### config.mk
export PLATFORM = sky130hd
export DESIGN_NAME = mem_stage_flat
export DESIGN_NICKNAME = d
export VERILOG_FILES = /design/src/rtl/mem_stage_pkg.sv /design/src/rtl/mem_stage_if.sv /design/src/rtl/mem_align.sv /design/src/rtl/mem_stage.sv /design/src/flat_wrapper.sv
export SDC_FILE = /design/constraint.sdc
export NUM_CORES = 1
export LEC_CHECK = 0
export CAP_MARGIN = 20
export CORE_AREA = 5 5 163 165
export CTS_CLUSTER_DIAMETER = 30
export DETAILED_ROUTE_END_ITERATION = 16
export DIE_AREA = 0 0 168 170
export HOLD_SLACK_MARGIN = 0.02
export PLACE_DENSITY = 0.76
export SYNTH_ARGS = -nofsm -noshare
export SYNTH_HDL_FRONTEND = slang
export SYNTH_SLANG_ARGS = --single-unit
### constraint.sdc
create_clock -name clk -period 3.1 [get_ports clk]
set_input_delay 0.465 -clock clk [delete_from_list [all_inputs] [get_ports clk]]
set_output_delay 0.465 -clock clk [all_outputs]
set_load 0.02 [all_outputs]
### src/rtl/mem_stage_pkg.sv
// Shared types for the MEM pipeline stage: word type, FSM states,
// load/store funct3 encodings and the pipeline control word.
package mem_stage_pkg;

    typedef logic [31:0] rv32i_word;

    typedef enum logic {IDLE, ACCESS} state_e;

    typedef enum logic [2:0] {
        LB  = 3'b000,
        LH  = 3'b001,
        LW  = 3'b010,
        LBU = 3'b100,
        LHU = 3'b101
    } load_funct3_e;

    typedef enum logic [2:0] {
        SB = 3'b000,
        SH = 3'b001,
        SW = 3'b010
    } store_funct3_e;

    typedef struct packed {
        logic       mem_read;
        logic       mem_write;
        logic [2:0] funct3;
        logic [4:0] rd;
        logic       load_regfile;
    } ctrl_t;

    // Instruction fields the stage keeps while a memory access is outstanding.
    typedef struct packed {
        rv32i_word pc;
        rv32i_word alu_out;
        rv32i_word rs2;
        logic      br_en;
        ctrl_t     ctrl;
    } exmem_t;

endpackage

### src/rtl/mem_stage_if.sv
// EX/MEM inputs, data-memory port and MEM/WB outputs of the MEM stage.
// The stage itself uses the slave view; its environment uses the master view.
interface mem_stage_if;
    import mem_stage_pkg::*;

    logic      exmem_valid;
    ctrl_t     exmem_ctrl_word;
    rv32i_word exmem_pc;
    rv32i_word exmem_alu_out;
    rv32i_word exmem_rs2_out;
    logic      exmem_br_en;

    logic      dmem_read;
    logic      dmem_write;
    rv32i_word dmem_address;
    logic [3:0] dmem_mbe;
    rv32i_word dmem_wdata;
    rv32i_word dmem_rdata;
    logic      dmem_resp;

    logic      mem_stall;

    logic      memwb_valid;
    ctrl_t     memwb_ctrl_word;
    rv32i_word memwb_pc;
    rv32i_word memwb_alu_out;
    logic      memwb_br_en;
    rv32i_word memwb_rdata;
    logic      memwb_misaligned;

    modport slave (
        input  exmem_valid, exmem_ctrl_word, exmem_pc, exmem_alu_out,
               exmem_rs2_out, exmem_br_en, dmem_rdata, dmem_resp,
        output dmem_read, dmem_write, dmem_address, dmem_mbe, dmem_wdata,
               mem_stall, memwb_valid, memwb_ctrl_word, memwb_pc,
               memwb_alu_out, memwb_br_en, memwb_rdata, memwb_misaligned
    );

    modport master (
        output exmem_valid, exmem_ctrl_word, exmem_pc, exmem_alu_out,
               exmem_rs2_out, exmem_br_en, dmem_rdata, dmem_resp,
        input  dmem_read, dmem_write, dmem_address, dmem_mbe, dmem_wdata,
               mem_stall, memwb_valid, memwb_ctrl_word, memwb_pc,
               memwb_alu_out, memwb_br_en, memwb_rdata, memwb_misaligned
    );

endinterface

### src/rtl/mem_align.sv
// Byte-lane steering for loads and stores: byte enables, store data shift,
// load extraction/extension and misalignment detection.
module mem_align
    import mem_stage_pkg::*;
(
    input  logic [2:0] funct3_i,
    input  logic [1:0] offset_i,
    input  logic       is_load_i,
    input  logic       is_store_i,
    input  rv32i_word  rs2_i,
    input  rv32i_word  rdata_i,
    output logic [3:0] mbe_o,
    output rv32i_word  wdata_o,
    output rv32i_word  load_o,
    output logic       misaligned_o
);

    logic [4:0] shamt;
    rv32i_word  shifted;

    assign shamt   = {offset_i, 3'b000};
    assign wdata_o = rs2_i << shamt;
    assign shifted = rdata_i >> shamt;

    assign misaligned_o = (is_load_i | is_store_i) &
                          (((funct3_i[1:0] == 2'b01) & offset_i[0]) |
                           ((funct3_i[1:0] == 2'b10) & (offset_i != 2'b00)));

    // NOTE: every output gets a default before the case so no latch is inferred.
    always_comb begin
        mbe_o = 4'b0000;
        if (is_store_i) begin
            case (funct3_i)
                SB:      mbe_o = 4'b0001 << offset_i;
                SH:      mbe_o = 4'b0011 << offset_i;
                default: mbe_o = 4'b1111;
            endcase
        end
    end

    always_comb begin
        load_o = shifted;
        case (funct3_i)
            LB:      load_o = {{24{shifted[7]}}, shifted[7:0]};
            LH:      load_o = {{16{shifted[15]}}, shifted[15:0]};
            LBU:     load_o = {24'b0, shifted[7:0]};
            LHU:     load_o = {16'b0, shifted[15:0]};
            default: load_o = shifted;
        endcase
    end

endmodule

### src/rtl/mem_stage.sv
// MEM pipeline stage: passes non-memory ops through in one cycle and holds
// the pipeline while a data-memory access waits for its response.
module mem_stage
    import mem_stage_pkg::*;
(
    input  logic       clk,
    input  logic       rst,
    mem_stage_if.slave mem_if
);

    state_e     state_q, state_d;
    exmem_t     live, cur, lat_q, lat_d;
    logic       valid_q, valid_d, br_q, br_d, mis_q, mis_d;
    ctrl_t      ctrl_q, ctrl_d;
    rv32i_word  pc_q, pc_d, alu_q, alu_d, rdata_q, rdata_d;
    logic       cur_load, cur_store, live_mem_op, stall;
    logic [3:0] a_mbe;
    rv32i_word  a_wdata, a_load;
    logic       a_mis;

    assign live = '{pc:      mem_if.exmem_pc,
                    alu_out: mem_if.exmem_alu_out,
                    rs2:     mem_if.exmem_rs2_out,
                    br_en:   mem_if.exmem_br_en,
                    ctrl:    mem_if.exmem_ctrl_word};

    // While an access is outstanding the lanes are steered from the latched copy.
    assign cur         = (state_q == ACCESS) ? lat_q : live;
    assign cur_load    = cur.ctrl.mem_read;
    assign cur_store   = cur.ctrl.mem_write & ~cur.ctrl.mem_read;
    assign live_mem_op = mem_if.exmem_valid &
                         (live.ctrl.mem_read | live.ctrl.mem_write);

    mem_align u_align (
        .funct3_i     (cur.ctrl.funct3),
        .offset_i     (cur.alu_out[1:0]),
        .is_load_i    (cur_load),
        .is_store_i   (cur_store),
        .rs2_i        (cur.rs2),
        .rdata_i      (mem_if.dmem_rdata),
        .mbe_o        (a_mbe),
        .wdata_o      (a_wdata),
        .load_o       (a_load),
        .misaligned_o (a_mis)
    );

    always_comb begin
        state_d = state_q;
        lat_d   = lat_q;
        valid_d = 1'b0;
        ctrl_d  = ctrl_q;
        pc_d    = pc_q;
        alu_d   = alu_q;
        br_d    = br_q;
        rdata_d = rdata_q;
        mis_d   = mis_q;
        stall   = 1'b0;
        mem_if.dmem_read    = 1'b0;
        mem_if.dmem_write   = 1'b0;
        mem_if.dmem_address = '0;
        mem_if.dmem_mbe     = 4'b0000;
        mem_if.dmem_wdata   = '0;

        case (state_q)
            IDLE: begin
                if (live_mem_op && !a_mis) begin
                    lat_d   = live;
                    state_d = ACCESS;
                    stall   = 1'b1;
                end else if (mem_if.exmem_valid) begin
                    valid_d = 1'b1;
                    ctrl_d  = live.ctrl;
                    ctrl_d.load_regfile = live.ctrl.load_regfile & ~a_mis;
                    pc_d    = live.pc;
                    alu_d   = live.alu_out;
                    br_d    = live.br_en;
                    rdata_d = '0;
                    mis_d   = a_mis;
                end
            end
            ACCESS: begin
                mem_if.dmem_read    = cur_load;
                mem_if.dmem_write   = cur_store;
                mem_if.dmem_address = {lat_q.alu_out[31:2], 2'b00};
                mem_if.dmem_mbe     = a_mbe;
                mem_if.dmem_wdata   = cur_store ? a_wdata : '0;
                if (mem_if.dmem_resp) begin
                    valid_d = 1'b1;
                    ctrl_d  = lat_q.ctrl;
                    pc_d    = lat_q.pc;
                    alu_d   = lat_q.alu_out;
                    br_d    = lat_q.br_en;
                    rdata_d = cur_load ? a_load : '0;
                    mis_d   = 1'b0;
                    state_d = IDLE;
                end else begin
                    stall = 1'b1;
                end
            end
            default: state_d = IDLE;
        endcase
    end

    // NOTE: state registers use non-blocking assignment so all update together at the edge.
    always_ff @(posedge clk or negedge rst) begin
        if (!rst) begin
            state_q <= IDLE;
            lat_q   <= '0;
            valid_q <= 1'b0;
            ctrl_q  <= '0;
            pc_q    <= '0;
            alu_q   <= '0;
            br_q    <= 1'b0;
            rdata_q <= '0;
            mis_q   <= 1'b0;
        end else begin
            state_q <= state_d;
            lat_q   <= lat_d;
            valid_q <= valid_d;
            ctrl_q  <= ctrl_d;
            pc_q    <= pc_d;
            alu_q   <= alu_d;
            br_q    <= br_d;
            rdata_q <= rdata_d;
            mis_q   <= mis_d;
        end
    end

    // Upstream may still hold a memory op during reset; the stall must stay low.
    assign mem_if.mem_stall        = stall & rst;
    assign mem_if.memwb_valid      = valid_q;
    assign mem_if.memwb_ctrl_word  = ctrl_q;
    assign mem_if.memwb_pc         = pc_q;
    assign mem_if.memwb_alu_out    = alu_q;
    assign mem_if.memwb_br_en      = br_q;
    assign mem_if.memwb_rdata      = rdata_q;
    assign mem_if.memwb_misaligned = mis_q;

    a_no_read_write: assert property (@(posedge clk) disable iff (!rst)
        !(mem_if.exmem_valid && mem_if.exmem_ctrl_word.mem_read &&
          mem_if.exmem_ctrl_word.mem_write))
        else $error("mem_stage: mem_read and mem_write both set");

endmodule
### src/flat_wrapper.sv
// flat-port wrapper written by rule: the top's interface ports become plain ports
module mem_stage_flat import mem_stage_pkg::*;
  (clk, rst, mem_if_exmem_valid, mem_if_exmem_ctrl_word, mem_if_exmem_pc, mem_if_exmem_alu_out, mem_if_exmem_rs2_out, mem_if_exmem_br_en, mem_if_dmem_rdata, mem_if_dmem_resp, mem_if_dmem_read, mem_if_dmem_write, mem_if_dmem_address, mem_if_dmem_mbe, mem_if_dmem_wdata, mem_if_mem_stall, mem_if_memwb_valid, mem_if_memwb_ctrl_word, mem_if_memwb_pc, mem_if_memwb_alu_out, mem_if_memwb_br_en, mem_if_memwb_rdata, mem_if_memwb_misaligned);
  mem_stage_if mem_if_i ();
  input  logic clk;
  input  logic rst;
  input wire logic [$bits(mem_if_i.exmem_valid)-1:0] mem_if_exmem_valid;
  input wire logic [$bits(mem_if_i.exmem_ctrl_word)-1:0] mem_if_exmem_ctrl_word;
  input wire logic [$bits(mem_if_i.exmem_pc)-1:0] mem_if_exmem_pc;
  input wire logic [$bits(mem_if_i.exmem_alu_out)-1:0] mem_if_exmem_alu_out;
  input wire logic [$bits(mem_if_i.exmem_rs2_out)-1:0] mem_if_exmem_rs2_out;
  input wire logic [$bits(mem_if_i.exmem_br_en)-1:0] mem_if_exmem_br_en;
  input wire logic [$bits(mem_if_i.dmem_rdata)-1:0] mem_if_dmem_rdata;
  input wire logic [$bits(mem_if_i.dmem_resp)-1:0] mem_if_dmem_resp;
  output wire logic [$bits(mem_if_i.dmem_read)-1:0] mem_if_dmem_read;
  output wire logic [$bits(mem_if_i.dmem_write)-1:0] mem_if_dmem_write;
  output wire logic [$bits(mem_if_i.dmem_address)-1:0] mem_if_dmem_address;
  output wire logic [$bits(mem_if_i.dmem_mbe)-1:0] mem_if_dmem_mbe;
  output wire logic [$bits(mem_if_i.dmem_wdata)-1:0] mem_if_dmem_wdata;
  output wire logic [$bits(mem_if_i.mem_stall)-1:0] mem_if_mem_stall;
  output wire logic [$bits(mem_if_i.memwb_valid)-1:0] mem_if_memwb_valid;
  output wire logic [$bits(mem_if_i.memwb_ctrl_word)-1:0] mem_if_memwb_ctrl_word;
  output wire logic [$bits(mem_if_i.memwb_pc)-1:0] mem_if_memwb_pc;
  output wire logic [$bits(mem_if_i.memwb_alu_out)-1:0] mem_if_memwb_alu_out;
  output wire logic [$bits(mem_if_i.memwb_br_en)-1:0] mem_if_memwb_br_en;
  output wire logic [$bits(mem_if_i.memwb_rdata)-1:0] mem_if_memwb_rdata;
  output wire logic [$bits(mem_if_i.memwb_misaligned)-1:0] mem_if_memwb_misaligned;
  assign mem_if_i.exmem_valid = mem_if_exmem_valid;
  assign mem_if_i.exmem_ctrl_word = mem_if_exmem_ctrl_word;
  assign mem_if_i.exmem_pc = mem_if_exmem_pc;
  assign mem_if_i.exmem_alu_out = mem_if_exmem_alu_out;
  assign mem_if_i.exmem_rs2_out = mem_if_exmem_rs2_out;
  assign mem_if_i.exmem_br_en = mem_if_exmem_br_en;
  assign mem_if_i.dmem_rdata = mem_if_dmem_rdata;
  assign mem_if_i.dmem_resp = mem_if_dmem_resp;
  assign mem_if_dmem_read = mem_if_i.dmem_read;
  assign mem_if_dmem_write = mem_if_i.dmem_write;
  assign mem_if_dmem_address = mem_if_i.dmem_address;
  assign mem_if_dmem_mbe = mem_if_i.dmem_mbe;
  assign mem_if_dmem_wdata = mem_if_i.dmem_wdata;
  assign mem_if_mem_stall = mem_if_i.mem_stall;
  assign mem_if_memwb_valid = mem_if_i.memwb_valid;
  assign mem_if_memwb_ctrl_word = mem_if_i.memwb_ctrl_word;
  assign mem_if_memwb_pc = mem_if_i.memwb_pc;
  assign mem_if_memwb_alu_out = mem_if_i.memwb_alu_out;
  assign mem_if_memwb_br_en = mem_if_i.memwb_br_en;
  assign mem_if_memwb_rdata = mem_if_i.memwb_rdata;
  assign mem_if_memwb_misaligned = mem_if_i.memwb_misaligned;
  mem_stage u_core (.clk(clk), .rst(rst), .mem_if(mem_if_i));
endmodule
==> metrics.md, run 1 <==
| Metric | Value |
|---|---|
| Crit Reg-Reg Endpoint | `u_core.lat_q[14]` |
| Worst reg2reg startpoint | `u_core.state_q` |
| Cell-internal power | `between 10,000 and 15,000 uW` |
| Floorplan core area | `around 25,000 sq um` |
| Slew headroom | `0.361` |
| CTS buffer count | `48` |
| CTS Sinks | `about 220` |
| Crit start category | `flop` |
| Largest net degree at the start of global routing | `approximately 100` |
| Post-Route Skew | `approximately 0.013 ns` |
| Final hold vios | `0` |
| Net Sw Frac | `0.364` |
| M1 WL | `14,400 um` |
| Critical Path RT | `2.63 ns` |
| # port buffers | `roughly 320` |
| Iter 0 DRT Violations | `~720` |
| Total gr overflow | `0` |
| DP Worst Slack | `~0.058 ns` |
| Height of the die | `between 150 and 200 um` |
| Final WS setup | `between 0.07 and 0.08 ns` |
| Initial cell density of the core | `0.444` |
| TritonCTS clock tree | `done` |
| Clock insertion delay at the later pin of the skew report | `roughly 0.52 ns` |
| Nets | `approximately 1,500` |
| Multi-input gate area | `5210 sq um` |
| Status | `completed` |
| CTS clk-pin slew, worst paths | `roughly 0.050 ns` |
| Syn Area/Cell | `10.8 sq um` |
| Crit path time final | `between 3 and 4 ns` |
| Sequential share of the synthesized area | `0.495` |
| Post-Synthesis Cells | `1,024` |
| Sequential Power Share | `0.279` |
| Setup total negative slack | `0 ns` |
| Num ports | `325` |
| Static leakage | `approximately 0.0071 uW` |
| DR DRC count | `0` |
| Critical Path End Type | `primary output` |
| Clock Power Share | `0.284` |
| WL met2 | `approximately 17,000 um` |
| WL met3 | `around 3200 um` |
| Comb power frac | `0.437` |
| Setup violations, final | `0` |
| Routed vias | `approximately 9,700` |
| DR pass1 iterations | `5` |
| PD cells | `~1100 nW/um^2` |
| Slew Limit Fails | `0` |
| Fmax | `between 0.3 and 0.4 GHz` |
| Final ANT Viol Nets | `0` |
| #FFs+latches synth | `about 220` |
| CP arrival | `between 2 and 3 ns` |
| H-tree level count | `2` |
| Gpl congestion | `approximately 0.89` |
| Distinct cells, synth | `50` |
| Period utilization | `0.976` |
| Top FF cell, synth | `dfrtp_1` |
| R2r setup slk | `between 0.5 and 0.6 ns` |
| VDD IR max | `around 0.0007 V` |
| Vias per cell | `between 5 and 6` |
| Die ar. | `approximately 29,000 sq um` |
| Tot Pwr | `approximately 18,000 uW` |
| Synth async-reset ratio | `1.00` |
| Ys Warns | `0` |
| First-pass GRT wire length | `54,800 um` |
| Post-Syn Area | `between 10,000 and 15,000 sq um` |
| Site row count | `between 50 and 60` |
| Hold Crit Class | `in2async` |
| Net switching power | `6560 uW` |
| EDFF count, synth | `0` |
| Vias in the first global route | `between 9,000 and 10,000` |
| Register area | `~5500 sq um` |
| Initial antenna violation count | `1` |
| Share of cells above drive strength 1 | `0.200` |
| Utilization after layout | `0.666` |
| Total Routing Usage GR | `0.236` |
| Routed len/inst | `about 20 um` |
| Worst r2r path cells | `7` |
| Unrepaired setup endpoints after global routing | `no` |
| CTS Root Cell | `clkbuf_16` |
| Clk buf depth | `3` |
| Crit path kind | `reg2out` |
| Area Overhead vs Synth | `49.8%` |
| DP HPWL | `23,700 um` |
| Die Width | `around 170 um` |
| Fill count | `1,871` |
| Slew @ Worst Pin | `approximately 0.96 ns` |
| Max-cap violations | `0` |
| Max layer used | `met5` |
| Worst Path Max Fanout | `24` |
| Post-Route WL | `35,400 um` |
cell usage after synthesis (2+ instances only):
library cell / instances / area share
dfrtp_1: 219 / 0.50
o21ai_0: 165 / 0.075
mux2_2: 130 / 0.13
mux2i_1: 91 / 0.082
a21oi_1: 59 / 0.027
clkbuf_1: 53 / 0.018
nand2_1: 50 / 0.017
nor2_1: 34 / 0.012
and2_1: 31 / 0.018
a211oi_1: 24 / 0.016
buf_2: 24 / 0.011
nor2b_1: 20 / 0.011
a22o_1: 12 / 0.0095
o2bb2ai_1: 10 / 0.0079
a32oi_1: 8 / 0.0063
and3_1: 8 / 0.0045
a22oi_1: 7 / 0.0048
a31oi_1: 7 / 0.0040
inv_1: 7 / 0.0024
o21ai_1: 7 / 0.0032
o31ai_1: 7 / 0.0048
buf_1: 6 / 0.0020
nor3_1: 4 / 0.0018
buf_6: 3 / 0.0031
o32ai_1: 3 / 0.0024
a211o_1: 2 / 0.0016
a21o_1: 2 / 0.0014
a311oi_1: 2 / 0.0016
buf_4: 2 / 0.0014
inv_2: 2 / 0.00068
nand2b_1: 2 / 0.0011
nand3_1: 2 / 0.00090
nor3b_1: 2 / 0.0014
o31ai_4: 2 / 0.0038
or3_1: 2 / 0.0011
placed cells by master, fill, tap and decap left out, types with 4 or more instances in the layout:
| cell type | instances |
|---|---|
| clkbuf_8 | 7 |
| clkinv_4 | 4 |
| o21ai_0 | 165 |
| o21ai_1 | 7 |
| a22oi_1 | 7 |
| nand2_1 | 49 |
| a32oi_1 | 8 |
| o2bb2ai_1 | 10 |
| mux2_2 | 130 |
| nor2b_1 | 20 |
| dfrtp_1 | 218 |
| bufinv_16 | 5 |
| clkinvlp_4 | 7 |
| and3_1 | 8 |
| clkbuf_16 | 50 |
| inv_1 | 6 |
| clkbuf_1 | 7 |
| nor3_1 | 4 |
| mux2i_1 | 89 |
| a211oi_1 | 24 |
| dlymetal6s2s_1 | 12 |
| buf_4 | 35 |
| o31ai_1 | 6 |
| clkinv_2 | 10 |
| a22o_1 | 12 |
| and2_1 | 31 |
| dlygate4sd2_1 | 18 |
| a21oi_1 | 58 |
| a31oi_1 | 6 |
| buf_12 | 9 |
| clkdlybuf4s50_1 | 291 |
| nor2_1 | 34 |
stage by stage:
stage	cell area (sq um)	hold slack, ns	cells
after floorplan	11100	0.169	1025
after global placement	14800	0.285	1628
after detailed placement	14800	0.287	1628
after CTS	16500	0.323	1725
after global routing	16600	0.335	1726
final	16600	0.339	1727
worst max-delay path: stages, from the launching register on:
cell and delay (ns):
dfrtp_4 0.52, buf_16 0.20, buf_4 0.20, a211oi_1 0.05, a21oi_1 0.17, and3_1 0.21
clkdlybuf4s50_1 0.66
area by class of cell:
cell class	count	area share
Sequential cell	219	0.331
Multi-Input combinational cell	709	0.315
Timing Repair Buffer	369	0.226
Clock buffer	64	0.0829
Tap cell	330	0.0249
Clock inverter	26	0.0179
Inverter	9	0.00227
Antenna cell	1	0.000151
repair_timing:
action | in CTS | in global routing
resized for setup | 22 | 13
gates cloned | 1 | 0
setup endpoints to repair | 37 | 13
hold endpoints to repair | 11 | 0
buffers inserted | 5 | 1
hold buffers | 1 | 0
power by group through the flow:
stage | clock (uW) | combinational (uW) | sequential (uW)
after CTS | 5220 | 7910 | 5030
after floorplan | 0 | 3940 | 5580
after detailed placement | 0 | 7750 | 5040
final | 5130 | 7880 | 5030
after global placement | 0 | 7620 | 4980
after global routing | 5380 | 8440 | 5200
sequential cells by signal, summed over array words and instances, names as in the netlist:
| signal | count |
|---|---|
| u_core.lat_q | 108 |
| u_core.mem_if.memwb_alu_out | 32 |
| u_core.mem_if.memwb_pc | 32 |
| u_core.mem_if.memwb_rdata | 32 |
| u_core.mem_if.memwb_ctrl_word | 11 |
| u_core.mem_if.memwb_br_en | 1 |
| u_core.mem_if.memwb_misaligned | 1 |
| u_core.mem_if.memwb_valid | 1 |
| u_core.state_q | 1 |
how the worst max path moves through the flow:
stage                            startpoint  cells after the start                    end  slack, ns
floorplan           mem_if_exmem_alu_out[0]                      7     mem_if_dmem_mbe[2]       0.51
global route                 u_core.state_q                      6   mem_if_dmem_wdata[8]     0.0007
CTS                          u_core.state_q                      6   mem_if_dmem_wdata[4]       0.01
detailed placement  mem_if_exmem_alu_out[0]                      7       mem_if_mem_stall       0.06
global placement    mem_if_exmem_alu_out[0]                      8  mem_if_dmem_wdata[21]       0.06
finish                       u_core.state_q                      6  mem_if_dmem_wdata[13]       0.08
routing by layer:
layer / track usage / vias up
met5: 0 / -
met4: 0.0720 / 2
met3: 0.0741 / 66
met2: 0.384 / 443
met1: 0.305 / 4725
li1: - / 4417
cells by family after synthesis:
| group | Yosys count | share of synthesized area |
|---|---|---|
| buffers and inverters | 97 | 0.0383 |
| flip-flops | 219 | 0.495 |
| multiplexers | 222 | 0.217 |
| AND/OR/NAND/NOR | 162 | 0.0748 |
| other | 1 | 0.000339 |
| AO/OA/AOI/OAI | 323 | 0.174 |
No activity file was read; power rests on OpenSTA's default activity.
==> run 2: changes to the inputs <==
- CORE_AREA: 5 5 163 165 -> 5 5 167 169
- DIE_AREA: 0 0 168 170 -> 0 0 172 174
- clock period: 3.1 -> 2.5 ns (I/O delays scaled with it)
==> run 2 against run 1 <==
The run now ends with setup timing left. Flip-flop and latch count unchanged. Critical path depth increased by 1. Clock-buffer cell count decreased by 4. Final cell count increased by 4.4%. Hold slack got worse by 0.037 ns. Power increased by 37%. Die area increased by 4.8%. Worst setup slack got worse by 0.31 ns. Clock skew increased by 0.0069 ns. Sequential power increased by 25%. Sequential share of layout area decreased by 2.6 points. Via count increased by 6.5%. Largest cell class is now multi-input gates.
==> metrics.md, run 2 (synthesis gave the netlist of run 1 again) <==
| Metric | Value |
|---|---|
| Status | `finished, violations left` |
| Failing checks | `setup timing` |
| Tot Pwr | `24,600 uW (+37%)` |
| Cell mode on critical path | `buf_6` |
| Worst Path Max Fanout | `6 (-75%)` |
| Utilization after layout | `0.681 (+0.0153)` |
| Cell Chain, Critical Path | `buf_6 -> buf_8 -> mux2i_2 -> buf_4 -> or3_4 -> a31oi_4 -> buf_6` |
| DR DRC count | `0 (unchanged)` |
| DR pass1 iterations | `5 (unchanged)` |
| Register with the most flip-flops | `u_core.lat_q` |
| Fill count | `1,903 (+1.7%)` |
| Final WS setup | `-0.230 ns (-0.306 ns)` |
| Crit path kind | `reg2out` |
| H-tree level count | `2 (unchanged)` |
| Total gr overflow | `0 (unchanged)` |
| CTS buffer count | `49 (+2.1%)` |
| Total Routing Usage GR | `0.237 (+0.000467)` |
| Setup total negative slack | `-5.43 ns (-5.43 ns)` |
| Floorplan core area | `26,400 sq um (+6.2%)` |
| Height of the die | `174 um (+2.4%)` |
| Critical Path End Type | `primary output` |
| Slew Limit Fails | `0 (unchanged)` |
| Iter 0 DRT Violations | `790 (+9.4%)` |
| DP Worst Slack | `-0.341 ns (-0.399 ns)` |
| TritonCTS clock tree | `done` |
| Clk buf depth | `3 (unchanged)` |
| Initial antenna violation count | `3 (+2)` |
| DP HPWL | `24,600 um (+3.8%)` |
| CTS Sinks | `219 (unchanged)` |
| VDD IR max | `0.000854 V (+22%)` |
| Area Overhead vs Synth | `62.7%` |
| Final hold vios | `0 (unchanged)` |
| Post-Route Skew | `0.0197 ns (+0.00687 ns)` |
| Slew headroom | `0.539 (+0.178)` |
| Post-Route WL | `40,300 um (+14%)` |
| Fmax | `between 0.3 and 0.4 GHz` |
| Unrepaired setup endpoints after global routing | `yes` |
| First-pass GRT wire length | `57,000 um (+4.0%)` |
| Site row count | `60 (+3.4%)` |
| Final hold slack | `0.302 ns (-0.0370 ns)` |
| Commonest non-fill, non-tap cell in the layout | `clkdlybuf4s50_1` |
| Nets | `1,564 (+4.3%)` |
| Period utilization | `1.09` |
| Vias in the first global route | `10,279 (+6.2%)` |
| Clock insertion delay at the later pin of the skew report | `0.53 ns (about the same)` |
| Static leakage | `0.00752 uW (+5.7%)` |
| Num ports | `325 (unchanged)` |
| Initial cell density of the core | `0.419 (-0.0258)` |
| # port buffers | `322 (unchanged)` |
| Share of cells above drive strength 1 | `0.308 (+0.108)` |
| Crit-path max cell delay | `0.53 ns (-0.13 ns)` |
| CTS Root Cell | `clkbuf_16` |
| Max reg flops | `108 (unchanged)` |
| Crit path time final | `2.73 ns` |
| CTS clk-pin slew, worst paths | `0.05 ns (about the same)` |
| Die Width | `172 um (+2.4%)` |
| Crit start category | `flop` |
| Routed len/inst | `22.4 um (+9.0%)` |
| Setup violations, final | `152 (+152)` |
| Routed vias | `10,285 (+6.5%)` |
| Critical Path RT | `2.12 ns (-0.51 ns)` |
| Most frequent cells in the layout | `clkdlybuf4s50_1, dfrtp_1, mux2_2` |
| Largest net degree at the start of global routing | `121 (+16%)` |
| Slew @ Worst Pin | `0.692 ns (-0.267 ns)` |
| Vias per cell | `5.70 (+2.1%)` |
| Slowest cell on the critical path | `dfrtp_4` |
| Final ANT Viol Nets | `0 (unchanged)` |
| Die ar. | `29,900 sq um (+4.8%)` |
| Gpl congestion | `0.934 (+5.1%)` |
| Max-cap violations | `0 (unchanged)` |
| PD cells | `1370 nW/um^2 (+26%)` |
| CP arrival | `2.35 ns (-0.21 ns)` |
| Hold Crit Class | `in2async` |
run 2: changes by cell type in the layout (fill, tap and decap cells not counted), sizes merged:
cell           change
clkinv             -3
bufinv             +2
dlymetal6s2s      -12
clkbuf             +3
inv                +3
dlygate4sd2       -15
buf               +93
diode              +1
clkdlybuf4s50     -10
clkinvlp           +3
run 2: metrics by stage:
stage	cells	cell area, sq um
finish	1803	18000
global route	1802	18000
CTS	1770	17000
detailed placement	1658	14900
global placement	1658	14900
floorplan	1025	11100
run 2: worst max-delay path, delay by kind of cell, from the launching register on:
kind,cells,cell delay [ns]
compound gates,1,0.20
buf+inv,4,0.57
flops,1,0.53
mux,1,0.15
simple gates,1,0.37
run 2: layout make-up:
type,count,area [sq um],area share
repair buffers,432,4570,0.254
multi-input cells,709,5710,0.317
inverters,9,38.8,0.00216
clock buffers,60,1380,0.0767
flip-flops and latches,219,5480,0.305
well taps,341,427,0.0237
clock inverters,31,382,0.0212
diodes,2,5.00,0.000278
run 2: final timing paths:
path                                          startpoint  slack, ns  cells after the start                              end
min reg2reg                u_core.mem_if.memwb_rdata[21]       0.49                      1    u_core.mem_if.memwb_rdata[21]
min                                                  rst       0.30                      2  u_core.mem_if.memwb_alu_out[14]
max                                       u_core.state_q      -0.23                      7               mem_if_dmem_mbe[2]
max in group asynchronous                            rst       1.24                      3        u_core.mem_if.memwb_pc[8]
min in group clk           u_core.mem_if.memwb_rdata[21]       0.49                      1    u_core.mem_if.memwb_rdata[21]
max reg2reg                               u_core.state_q      -0.09                     11    u_core.mem_if.memwb_rdata[12]
run 2: timing repair:
item / in CTS / in global routing
endpoints found under the setup margin: 70 / 156
hold buffers: 1 / 0
setup buffers: 17 / 23
gates cloned: 3 / 10
pin swaps: 6 / 30
resized for setup: 186 / 182
hold endpoints to repair: 26 / 0
run 2: where the power goes:
group	leakage [uW]	total, uW	switching (uW)	internal, uW
clock	0.000839	6700	2060	4640
combinational	0.00400	11600	5940	5690
sequential	0.00268	6300	1070	5230
total	0.00752	24600	9070	15600
run 2: metal layers:
metal | wire length [um] | global-route usage
met2 | 19600 | 0.383
met4 | 1460 | 0.0897
met3 | 3750 | 0.0735
met1 | 15500 | 0.297
met5 | 34 | 0
